<file path="config.mk">
export PLATFORM = sky130hd
export DESIGN_NAME = lap_timer_core
export DESIGN_NICKNAME = d
export VERILOG_FILES = /design/src/rtl/stopwatch_pkg.sv /design/src/rtl/tick_gen.sv /design/src/rtl/lap_timer_core.sv
export SDC_FILE = /design/constraint.sdc
export NUM_CORES = 1
export LEC_CHECK = 0
export ABC_AREA = 1
export BUFFER_PORTS_ARGS = -buffer_cell sky130_fd_sc_hd__buf_2
export CAP_MARGIN = 10
export CORE_ASPECT_RATIO = 0.7
export CORE_MARGIN = 4
export CORE_UTILIZATION = 41
export DETAILED_ROUTE_END_ITERATION = 12
export HOLD_SLACK_MARGIN = 0.05
export PLACE_DENSITY = 0.68
export SYNTH_ARGS = -nofsm -noshare
export SYNTH_HDL_FRONTEND = slang
export SYNTH_SLANG_ARGS = --single-unit
</file>
<file path="constraint.sdc">
create_clock -name clk -period 8 [get_ports clk]
set_clock_uncertainty 0.1 [all_clocks]
set_input_delay 0.4 -clock clk [delete_from_list [all_inputs] [get_ports clk]]
set_output_delay 0.4 -clock clk [all_outputs]
set_load 0.05 [all_outputs]
</file>
<file path="src/rtl/stopwatch_pkg.sv">
// ---------------------------------------------------------------------------
// stopwatch_pkg : shared limits, packed time type and state encoding
// Revision      : 1.0
// ---------------------------------------------------------------------------
`default_nettype none

package stopwatch_pkg;

  localparam int CS_MAX  = 99;
  localparam int SEC_MAX = 59;

  typedef struct packed {
    logic [5:0] min;
    logic [5:0] sec;
    logic [6:0] cs;
  } time_t;

  typedef enum logic [1:0] {
    ST_IDLE   = 2'd0,
    ST_RUN    = 2'd1,
    ST_BROWSE = 2'd2
  } state_t;

endpackage

`default_nettype wire

</file>
<file path="src/rtl/tick_gen.sv">
// ---------------------------------------------------------------------------
// tick_gen : DIV-cycle divider, held at zero while disabled, one-cycle tick
// Revision : 1.0
// ---------------------------------------------------------------------------
`default_nettype none

module tick_gen #(
  parameter int DIV = 10
) (
  input  logic clk,
  input  logic rst,
  input  logic i_en,
  output logic o_tick
);

  localparam int CNT_W = (DIV > 1) ? $clog2(DIV) : 1;
  localparam logic [CNT_W-1:0] C_LAST = CNT_W'(DIV - 1);

  logic [CNT_W-1:0] r_cnt;

  always_ff @(posedge clk) begin
    if (rst || !i_en) begin
      r_cnt <= '0;
    end else if (r_cnt == C_LAST) begin
      r_cnt <= '0;
    end else begin
      r_cnt <= r_cnt + CNT_W'(1);
    end
  end

  assign o_tick = i_en && (r_cnt == C_LAST);

endmodule

`default_nettype wire

</file>
<file path="src/rtl/lap_timer_core.sv">
// ---------------------------------------------------------------------------
// lap_timer_core : stopwatch with lap buffer, browse mode and optional
//                  countdown (enabled by defining STOPWATCH_COUNTDOWN_EN)
// Revision       : 1.0
// ---------------------------------------------------------------------------
`default_nettype none

module lap_timer_core
  import stopwatch_pkg::*;
#(
  parameter int CLK_HZ  = 50_000_000,
  parameter int TICK_HZ = 100,
  parameter int DEPTH   = 6,
  parameter int MAX_MIN = 59
) (
  input  logic                       clk,
  input  logic                       rst,
  input  logic                       i_start_stop,
  input  logic                       i_record,
  input  logic                       i_browse,
  input  logic                       i_clear,
  input  logic                       i_mode_down,
  input  logic [5:0]                 i_preset_min,
  input  logic [5:0]                 i_preset_sec,
  output logic [5:0]                 o_disp_min,
  output logic [5:0]                 o_disp_sec,
  output logic [6:0]                 o_disp_cs,
  output logic                       o_running,
  output logic                       o_browsing,
  output logic [$clog2(DEPTH)-1:0]   o_browse_idx,
  output logic [$clog2(DEPTH+1)-1:0] o_rec_count,
  output logic                       o_overflow,
  output logic                       o_expired
);

  localparam int DIV  = CLK_HZ / TICK_HZ;
  localparam int IW   = $clog2(DEPTH);
  localparam int CW   = $clog2(DEPTH + 1);
  localparam int SW   = IW + 1;
  localparam logic [5:0] C_MAX_MIN = 6'(MAX_MIN);
  localparam logic [5:0] C_SEC_MAX = 6'(SEC_MAX);
  localparam logic [6:0] C_CS_MAX  = 7'(CS_MAX);

  state_t        r_state, w_state_nx;
  time_t         r_time, w_time_nx, w_time_inc, w_time_dec, r_disp;
  time_t         r_laps [DEPTH];
  logic [IW-1:0] r_wr_ptr, w_wr_ptr_nx, r_browse_idx, w_idx_nx, w_slot;
  logic [CW-1:0] r_rec_count, w_rec_nx;
  logic [SW-1:0] w_slot_sum;
  logic          r_overflow, w_ovf_nx, r_expired, w_exp_nx;
  logic          r_mode_down, w_mode_nx, w_mode_in;
  logic          w_tick, w_wrap, w_time_zero, w_store, w_cd_done;
  time_t         w_load;

`ifdef STOPWATCH_COUNTDOWN_EN
  // Presets beyond the display limits saturate on load.
  always_comb begin
    w_load     = '0;
    w_load.min = (i_preset_min > C_MAX_MIN) ? C_MAX_MIN : i_preset_min;
    w_load.sec = (i_preset_sec > C_SEC_MAX) ? C_SEC_MAX : i_preset_sec;
    w_mode_in  = i_mode_down;
  end
`else
  logic w_unused_cd;
  assign w_unused_cd = ^{i_mode_down, i_preset_min, i_preset_sec};
  assign w_load      = '0;
  assign w_mode_in   = 1'b0;
`endif

  tick_gen #(
    .DIV (DIV)
  ) u_tick_gen (
    .clk    (clk),
    .rst    (rst),
    .i_en   (r_state == ST_RUN),
    .o_tick (w_tick)
  );

  assign w_time_zero = (r_time == '0);

  always_comb begin
    w_time_inc = r_time;
    w_wrap     = 1'b0;
    if (r_time.cs != C_CS_MAX) begin
      w_time_inc.cs = r_time.cs + 7'd1;
    end else begin
      w_time_inc.cs = '0;
      if (r_time.sec != C_SEC_MAX) begin
        w_time_inc.sec = r_time.sec + 6'd1;
      end else begin
        w_time_inc.sec = '0;
        if (r_time.min != C_MAX_MIN) begin
          w_time_inc.min = r_time.min + 6'd1;
        end else begin
          w_time_inc.min = '0;
          w_wrap         = 1'b1;
        end
      end
    end
  end

  always_comb begin
    w_time_dec = r_time;
    if (r_time.cs != 7'd0) begin
      w_time_dec.cs = r_time.cs - 7'd1;
    end else if (!w_time_zero) begin
      w_time_dec.cs = C_CS_MAX;
      if (r_time.sec != 6'd0) begin
        w_time_dec.sec = r_time.sec - 6'd1;
      end else begin
        w_time_dec.sec = C_SEC_MAX;
        w_time_dec.min = r_time.min - 6'd1;
      end
    end
  end

  // Only the highest-priority pulse (clear > browse > start_stop > record) is seen.
  always_comb begin
    w_state_nx  = r_state;
    w_time_nx   = r_time;
    w_wr_ptr_nx = r_wr_ptr;
    w_rec_nx    = r_rec_count;
    w_idx_nx    = r_browse_idx;
    w_ovf_nx    = r_overflow;
    w_exp_nx    = r_expired;
    w_mode_nx   = r_mode_down;
    w_store     = 1'b0;
    w_cd_done   = 1'b0;

    if ((r_state == ST_RUN) && w_tick) begin
      if (r_mode_down) begin
        w_time_nx = w_time_dec;
        if (w_time_dec == '0) begin
          w_exp_nx  = 1'b1;
          w_cd_done = 1'b1;
        end
      end else begin
        w_time_nx = w_time_inc;
        if (w_wrap) w_ovf_nx = 1'b1;
      end
    end

    case (r_state)
      ST_IDLE: begin
        if (i_clear) begin
          w_time_nx = w_mode_in ? w_load : '0;
          w_mode_nx = w_mode_in;
          w_ovf_nx  = 1'b0;
          w_exp_nx  = 1'b0;
        end else if (i_browse) begin
          if (r_rec_count != '0) begin
            w_state_nx = ST_BROWSE;
            w_idx_nx   = '0;
          end
        end else if (i_start_stop) begin
          if (!(r_mode_down && w_time_zero)) w_state_nx = ST_RUN;
        end else if (i_record) begin
          w_store = 1'b1;
        end
      end
      ST_RUN: begin
        if (i_clear) begin
          w_state_nx = ST_RUN;
        end else if (i_browse) begin
          if (r_rec_count != '0) begin
            w_state_nx = ST_BROWSE;
            w_idx_nx   = '0;
          end
        end else if (i_start_stop) begin
          w_state_nx = ST_IDLE;
        end else if (i_record) begin
          w_store = 1'b1;
        end
      end
      ST_BROWSE: begin
        if (i_clear) begin
          w_rec_nx    = '0;
          w_wr_ptr_nx = '0;
          w_idx_nx    = '0;
          w_state_nx  = ST_IDLE;
        end else if (i_browse) begin
          w_idx_nx   = '0;
          w_state_nx = ST_IDLE;
        end else if (i_start_stop) begin
          w_state_nx = ST_BROWSE;
        end else if (i_record) begin
          if (CW'(r_browse_idx) == (r_rec_count - CW'(1))) w_idx_nx = '0;
          else                                              w_idx_nx = r_browse_idx + IW'(1);
        end
      end
      default: w_state_nx = ST_IDLE;
    endcase

    if (w_cd_done) w_state_nx = ST_IDLE;

    if (w_store) begin
      w_wr_ptr_nx = (r_wr_ptr == IW'(DEPTH - 1)) ? '0 : r_wr_ptr + IW'(1);
      if (r_rec_count != CW'(DEPTH)) w_rec_nx = r_rec_count + CW'(1);
    end
  end

  // Browsed slot walks backwards from the newest write.
  always_comb begin
    w_slot_sum = SW'(r_wr_ptr) + SW'(DEPTH - 1) - SW'(r_browse_idx);
    if (w_slot_sum >= SW'(DEPTH)) w_slot = IW'(w_slot_sum - SW'(DEPTH));
    else                          w_slot = IW'(w_slot_sum);
  end

  always_ff @(posedge clk) begin
    if (rst) begin
      r_state      <= ST_IDLE;
      r_time       <= '0;
      r_wr_ptr     <= '0;
      r_rec_count  <= '0;
      r_browse_idx <= '0;
      r_overflow   <= 1'b0;
      r_expired    <= 1'b0;
      r_mode_down  <= 1'b0;
      r_disp       <= '0;
      for (int i = 0; i < DEPTH; i++) r_laps[i] <= '0;
    end else begin
      r_state      <= w_state_nx;
      r_time       <= w_time_nx;
      r_wr_ptr     <= w_wr_ptr_nx;
      r_rec_count  <= w_rec_nx;
      r_browse_idx <= w_idx_nx;
      r_overflow   <= w_ovf_nx;
      r_expired    <= w_exp_nx;
      r_mode_down  <= w_mode_nx;
      r_disp       <= (r_state == ST_BROWSE) ? r_laps[w_slot] : r_time;
      if (w_store) r_laps[r_wr_ptr] <= r_time;
    end
  end

  assign o_disp_min   = r_disp.min;
  assign o_disp_sec   = r_disp.sec;
  assign o_disp_cs    = r_disp.cs;
  assign o_running    = (r_state == ST_RUN);
  assign o_browsing   = (r_state == ST_BROWSE);
  assign o_browse_idx = r_browse_idx;
  assign o_rec_count  = r_rec_count;
  assign o_overflow   = r_overflow;
  assign o_expired    = r_expired;

endmodule

`default_nettype wire

</file>
Word level (Yosys, flattened, before mapping)

Memories as Yosys holds them, arrays and structs flattened.
Index checks and enable logic that the tools add are counted.

Add/sub/neg operators: 11
Order comparisons: 1
Reductions and logical operators: 16
Eq/ne operators: 18
Mux-type cells: 60

Operator list:

| operator                                                           | count |
|---|---|
| 2-to-1 mux 19 bit                                                  | 5 |
| 2-to-1 mux 3 bit                                                   | 18 |
| 2-to-1 mux 1 bit                                                   | 20 |
| 2-to-1 mux 2 bit                                                   | 10 |
| adder 19 x 1 -> 19 bit (second input constant)                     | 1 |
| equality test 19 bit (second input constant)                       | 1 |
| OR reduction 19 bit                                                | 1 |
| 2-to-1 mux 6 bit                                                   | 3 |
| != test 4 bit (second input constant)                              | 4 |
| adder 6 x 1 -> 6 bit (second input constant)                       | 2 |
| 2-to-1 mux 12 bit                                                  | 1 |
| != test 6 bit (second input constant)                              | 2 |
| adder 3 x 1 -> 3 bit (second input constant)                       | 3 |
| adder 7 x 1 -> 7 bit (second input constant)                       | 1 |
| 2-to-1 mux 7 bit                                                   | 1 |
| != test 7 bit (second input constant)                              | 1 |
| != test 3 bit (second input constant)                              | 2 |
| case mux 2 bit (3 select lines)                                    | 1 |
| case mux 3 bit (2 select lines)                                    | 1 |
| AND reduction 6 bit                                                | 1 |
| nonzero test 2 bit                                                 | 3 |
| adder 3 x 3 -> 4 bit (second input constant)                       | 1 |
| greater-or-equal comparator 4 x 3 -> 1 bit (second input constant) | 1 |
| != test 2 x 1 -> 1 bit (second input constant)                     | 2 |
| 16 further kinds                                                   | 20 |

Input port bits: 19
Memory bits (writable): 114
Memories: 1
Output and inout bits: 29
Flip-flop bits (word level): 70
Logic and storage cells: 120

Memories:

| name   | words | bits a word | rd ports | clocked after memory_dff | write ports | RTL line             | RTL |
|---|---|---|---|---|---|---|---|
| r_laps | 6     | 19          | 1        | 0                        | 6           | lap_timer_core.sv:46 | `time_t r_laps [DEPTH];` |

Depth between registers and ports, before layout

Depth in word-level cells: 10
Depth in mapped cells: 17
Depth with buffers taken out: 15

Cells and area by module

From an unflattened synthesis, not the netlist that was laid out.

Cells, all modules: 1214
Area, all modules: 10636.5 um^2

Modules (own cells, without submodules):

| module         | area each (um^2) | cells each | seq. area each (um^2) | instances |
|---|---|---|---|---|
| lap_timer_core | 9628.0           | 1064       | 5565.3                | 1 |
| tick_gen       | 1008.5           | 150        | 380.4                 | 1 |

Worst setup path after synthesis

OpenSTA, ideal clock, no wires.

Path kind: input port to flip-flop
From: input i_clear
To: memory r_laps[6][0] in the netlist's numbering (enable)
Path slack: 5039 ps
Arrival: 2442 ps
Setup time: 419 ps
Cell stages on the path: 8
Buffers on the path: 1
Data required time: 7481 ps
Cells stage by stage: buf_6 -> nor2_4 -> nand2_2 -> nor3_4 -> nand2_4 -> inv_2 -> nand2_2 -> nor3_1

RTL lines:

| item               | RTL line             | RTL |
|---|---|---|
| start: declaration | lap_timer_core.sv:21 | `input logic i_clear,` |
| end: declaration   | lap_timer_core.sv:46 |  |

==> summary.md <==
| Metric | Value |
|---|---|
| Routed WL | `26.89 mm` |
| Global-route wire length before repair | `42.51 mm` |
| HP Start | `i_browse` |
| Internal power | `1.910 mW` |
| Asr flop ratio synth | `0` |
| Cells after Synth | `1,205` |
| Worst min-delay path class | `in2reg` |
| Setup bufs post-CTS | `0` |
| DRT iter0 DRCs | `737` |
| Final worst slack | `4.237 ns` |
| Core Util, Final | `0.4684` |
| DIE WIDTH | `198.8 µm` |
| CP peak stage delay | `0.89 ns` |
| RD Place Congestion | `0.8662` |
| Top-count cell post-synth | `nand2_1` |
| Dominant cells by area after synthesis | `edfxtp_1 44%, dfxtp_1 13%, nand2_1 10%` |
| Max Fclk | `0.2658 GHz` |
| Hold EP | `r_state[0]` |
| Most frequent cells after synthesis | `284 x nand2_1, 190 x nor2_1, 152 x edfxtp_1` |
| Ys flop type | `edfxtp_1` |
| Worst-path clk slew | `0.06 ns` |
| # diodes | `0` |
| H-tree level count | `1` |
| RSZ-0062 raised after global routing | `no` |
| EDFF count, synth | `152` |
| Area leader, netlist | `edfxtp_1` |
| Row cnt | `48` |
| Starting Density | `0.4202` |
| GRT overflow | `0` |
| Layout area overhead | `11.47%` |
| Tcrit/Tclk final | `0.4703` |
| CTS resizes | `0` |
| Min cycle time layout | `3.763 ns` |
| Initial antenna violation count | `0` |
| Reg2reg path depth | `14` |
| Switching pwr | `0.5258 mW` |
| Slowest cell on the critical path | `nand2_1` |
| Critical path required time | `7.89 ns` |
| DRT Pass-1 Iters | `7` |
| Hold Path Depth | `4` |
| CTS Sinks | `221` |
| Outcome | `finished, final reports clean` |
| HPWL after detailed placement | `16.18 mm` |
| Mapped Area | `10,450 µm²` |
| Net Count, Synth | `1,238` |
| Clk pwr share | `0.452` |
| Remaining DRCs | `0` |
| CP startpoint kind | `input port` |
| Die height | `141.6 µm` |
| Ratio of cells with drive above 1 in the final layout | `0.1000` |
| Layout Nets | `1,256` |
| Post-synth top area share | `0.4369` |
| Core Region | `24,860 µm²` |
| RR Startpoint | `r_wr_ptr[1]` |
| Yosys cell types | `38` |
| Vias | `8,287` |
| All-layer global routing usage | `0.1901` |
| Final setup TNS | `0 ns` |
| Max FO, Critical Path | `27` |
| YS warnings | `0` |
| Worst vdd ir | `145.7 µV` |
| CP Capture Type | `flop` |
| CTS Buf Count | `23` |
| Worst EP arrival | `3.65 ns` |
| Lkg Pwr | `4.471 nW` |
| Reg2Reg Setup Slack | `4.25 ns` |
| Largest net degree at the start of global routing | `78` |
| Endpoints failing setup | `0` |
| Maximum capacitance violations | `0` |
| Sw Share | `0.2159` |
| WS Path Type | `in2reg` |
| Comb pwr share | `0.038` |
| R2r endpoint | `o_disp_sec[3]` |
| Routed Antenna Nets | `0` |
| Slew margin rel. | `0.3115` |
| Vias/cell | `5.295` |
| Register share of total power | `0.511` |
| CP dominant cell by count | `nand2_1` |
| Clk buf depth | `3` |
| Worst slack at placement | `3.807 ns` |
| Hold_buf cts | `0` |
| IO Count | `48` |
| Syn Area/Cell | `8.670 µm²` |
| Port buffer count | `33` |
| Slew at the pin closest to its max-slew limit | `1.030 ns` |
| #FFs+latches synth | `221` |
| TritonCTS clock tree | `done` |
| Worst-Skew Late Latency | `0.51 ns` |
| Die area | `28,140 µm²` |
| Max-slew violations | `0` |
| Pwr/cell area | `209.1 nW/µm²` |
| Routed wire length per instance | `17.18 µm` |
| Post-synthesis sequential area ratio | `0.5691` |
| # fillers | `2,403` |
| Power Total | `2.435 mW` |
| Final hold violation count | `0` |
| Clock Tree Root | `clkbuf_16` |
| CP Cell Sequence | `buf_2 > inv_1 > nand2_4 > nor2_1 > nand2_1 > nand2_1` |
| Vias in the first global route | `7,771` |
[cell type report]
cell class	instances	area, µm²	area share
sequential	221	5946	0.5105
timing repair buffer	51	300.3	0.02578
multi-input combinational	801	3745	0.3216
tap	325	406.6	0.03492
clock buffer	29	618.1	0.05307
inverter	125	469.2	0.04029
clock inverter	13	161.4	0.01386
[metal layers]
metal | vias to the layer above | global-route usage | share of wire
met3 | 29 | 0.03181 | 0.089
met2 | 347 | 0.2958 | 0.44
li1 | 4033 | - | -
met1 | 3878 | 0.2860 | 0.46
met5 | - | 0 | 0
met4 | 0 | 0.03094 | 0.011
[per-stage QoR]
stage	cell area [µm²]	hold WS, ns	instances
floorplan	10450	0.3175	1205
global placement	10870	0.3297	1523
detailed placement	10870	0.3466	1523
CTS	11650	0.1940	1565
global route	11650	0.2379	1565
finish	11650	0.2033	1565
[registers in the layout (all words and copies together) (netlist names)]
signal	cells
r_time	19
o_disp_sec	6
r_laps	152
o_disp_min	6
o_overflow	1
u_tick_gen.r_cnt	19
r_state	2
r_wr_ptr	3
o_rec_count	3
o_disp_cs	7
o_browse_idx	3
[power groups by stage]
| stage | combinational (mW) | sequential, mW | clock [mW] |
|---|---|---|---|
| finish | 0.0921 | 1.24 | 1.10 |
| global route | 0.100 | 1.25 | 1.16 |
| global placement | 0.0895 | 1.27 | 0 |
| CTS | 0.0917 | 1.24 | 1.11 |
| detailed placement | 0.0916 | 1.27 | 0 |
| floorplan | 0.0601 | 1.27 | 0 |
[cell families after synthesis]
family	after synthesis	synth area share
buf+inv	183	0.07413
other cells	1	0.0003589
xor+xnor	11	0.009221
simple gates	700	0.2907
fa+ha+maj	14	0.01749
flops	221	0.5691
compound gates	75	0.03904
[worst max-delay path: cells and delay by family]
family / cells / cell delay (ns)
buf+inv: 2 / 1.04
simple gates: 4 / 2.17
[worst max path at each step]
stage                startpoint             to  slack (ns)  depth (start not counted)
finish                      rst   r_laps[4][9]        4.24                          6
global route        r_wr_ptr[1]  o_disp_min[1]        4.14                         14
detailed placement          rst  r_laps[4][16]        3.81                          6
global placement            rst  r_laps[4][16]        3.90                          6
floorplan               i_clear   r_laps[6][0]        5.04                          8
CTS                 r_wr_ptr[1]  o_disp_sec[3]        4.31                         14
[placed cells by master (no fill, tap or decap), types with 4 or more instances in the layout]
cell type,count
ha_1,12
clkbuf_1,4
nand2_1,283
nand4_1,53
clkinv_2,6
dfxtp_1,69
nor3_1,12
buf_2,33
a21oi_1,38
clkbuf_16,23
nor2_1,189
nand2_2,5
edfxtp_1,152
inv_2,14
o21ai_0,23
nand3_1,139
inv_1,110
o21a_1,5
xor2_1,10
nor2_2,6
buf_4,18
No activity file was read; power rests on OpenSTA's default activity.
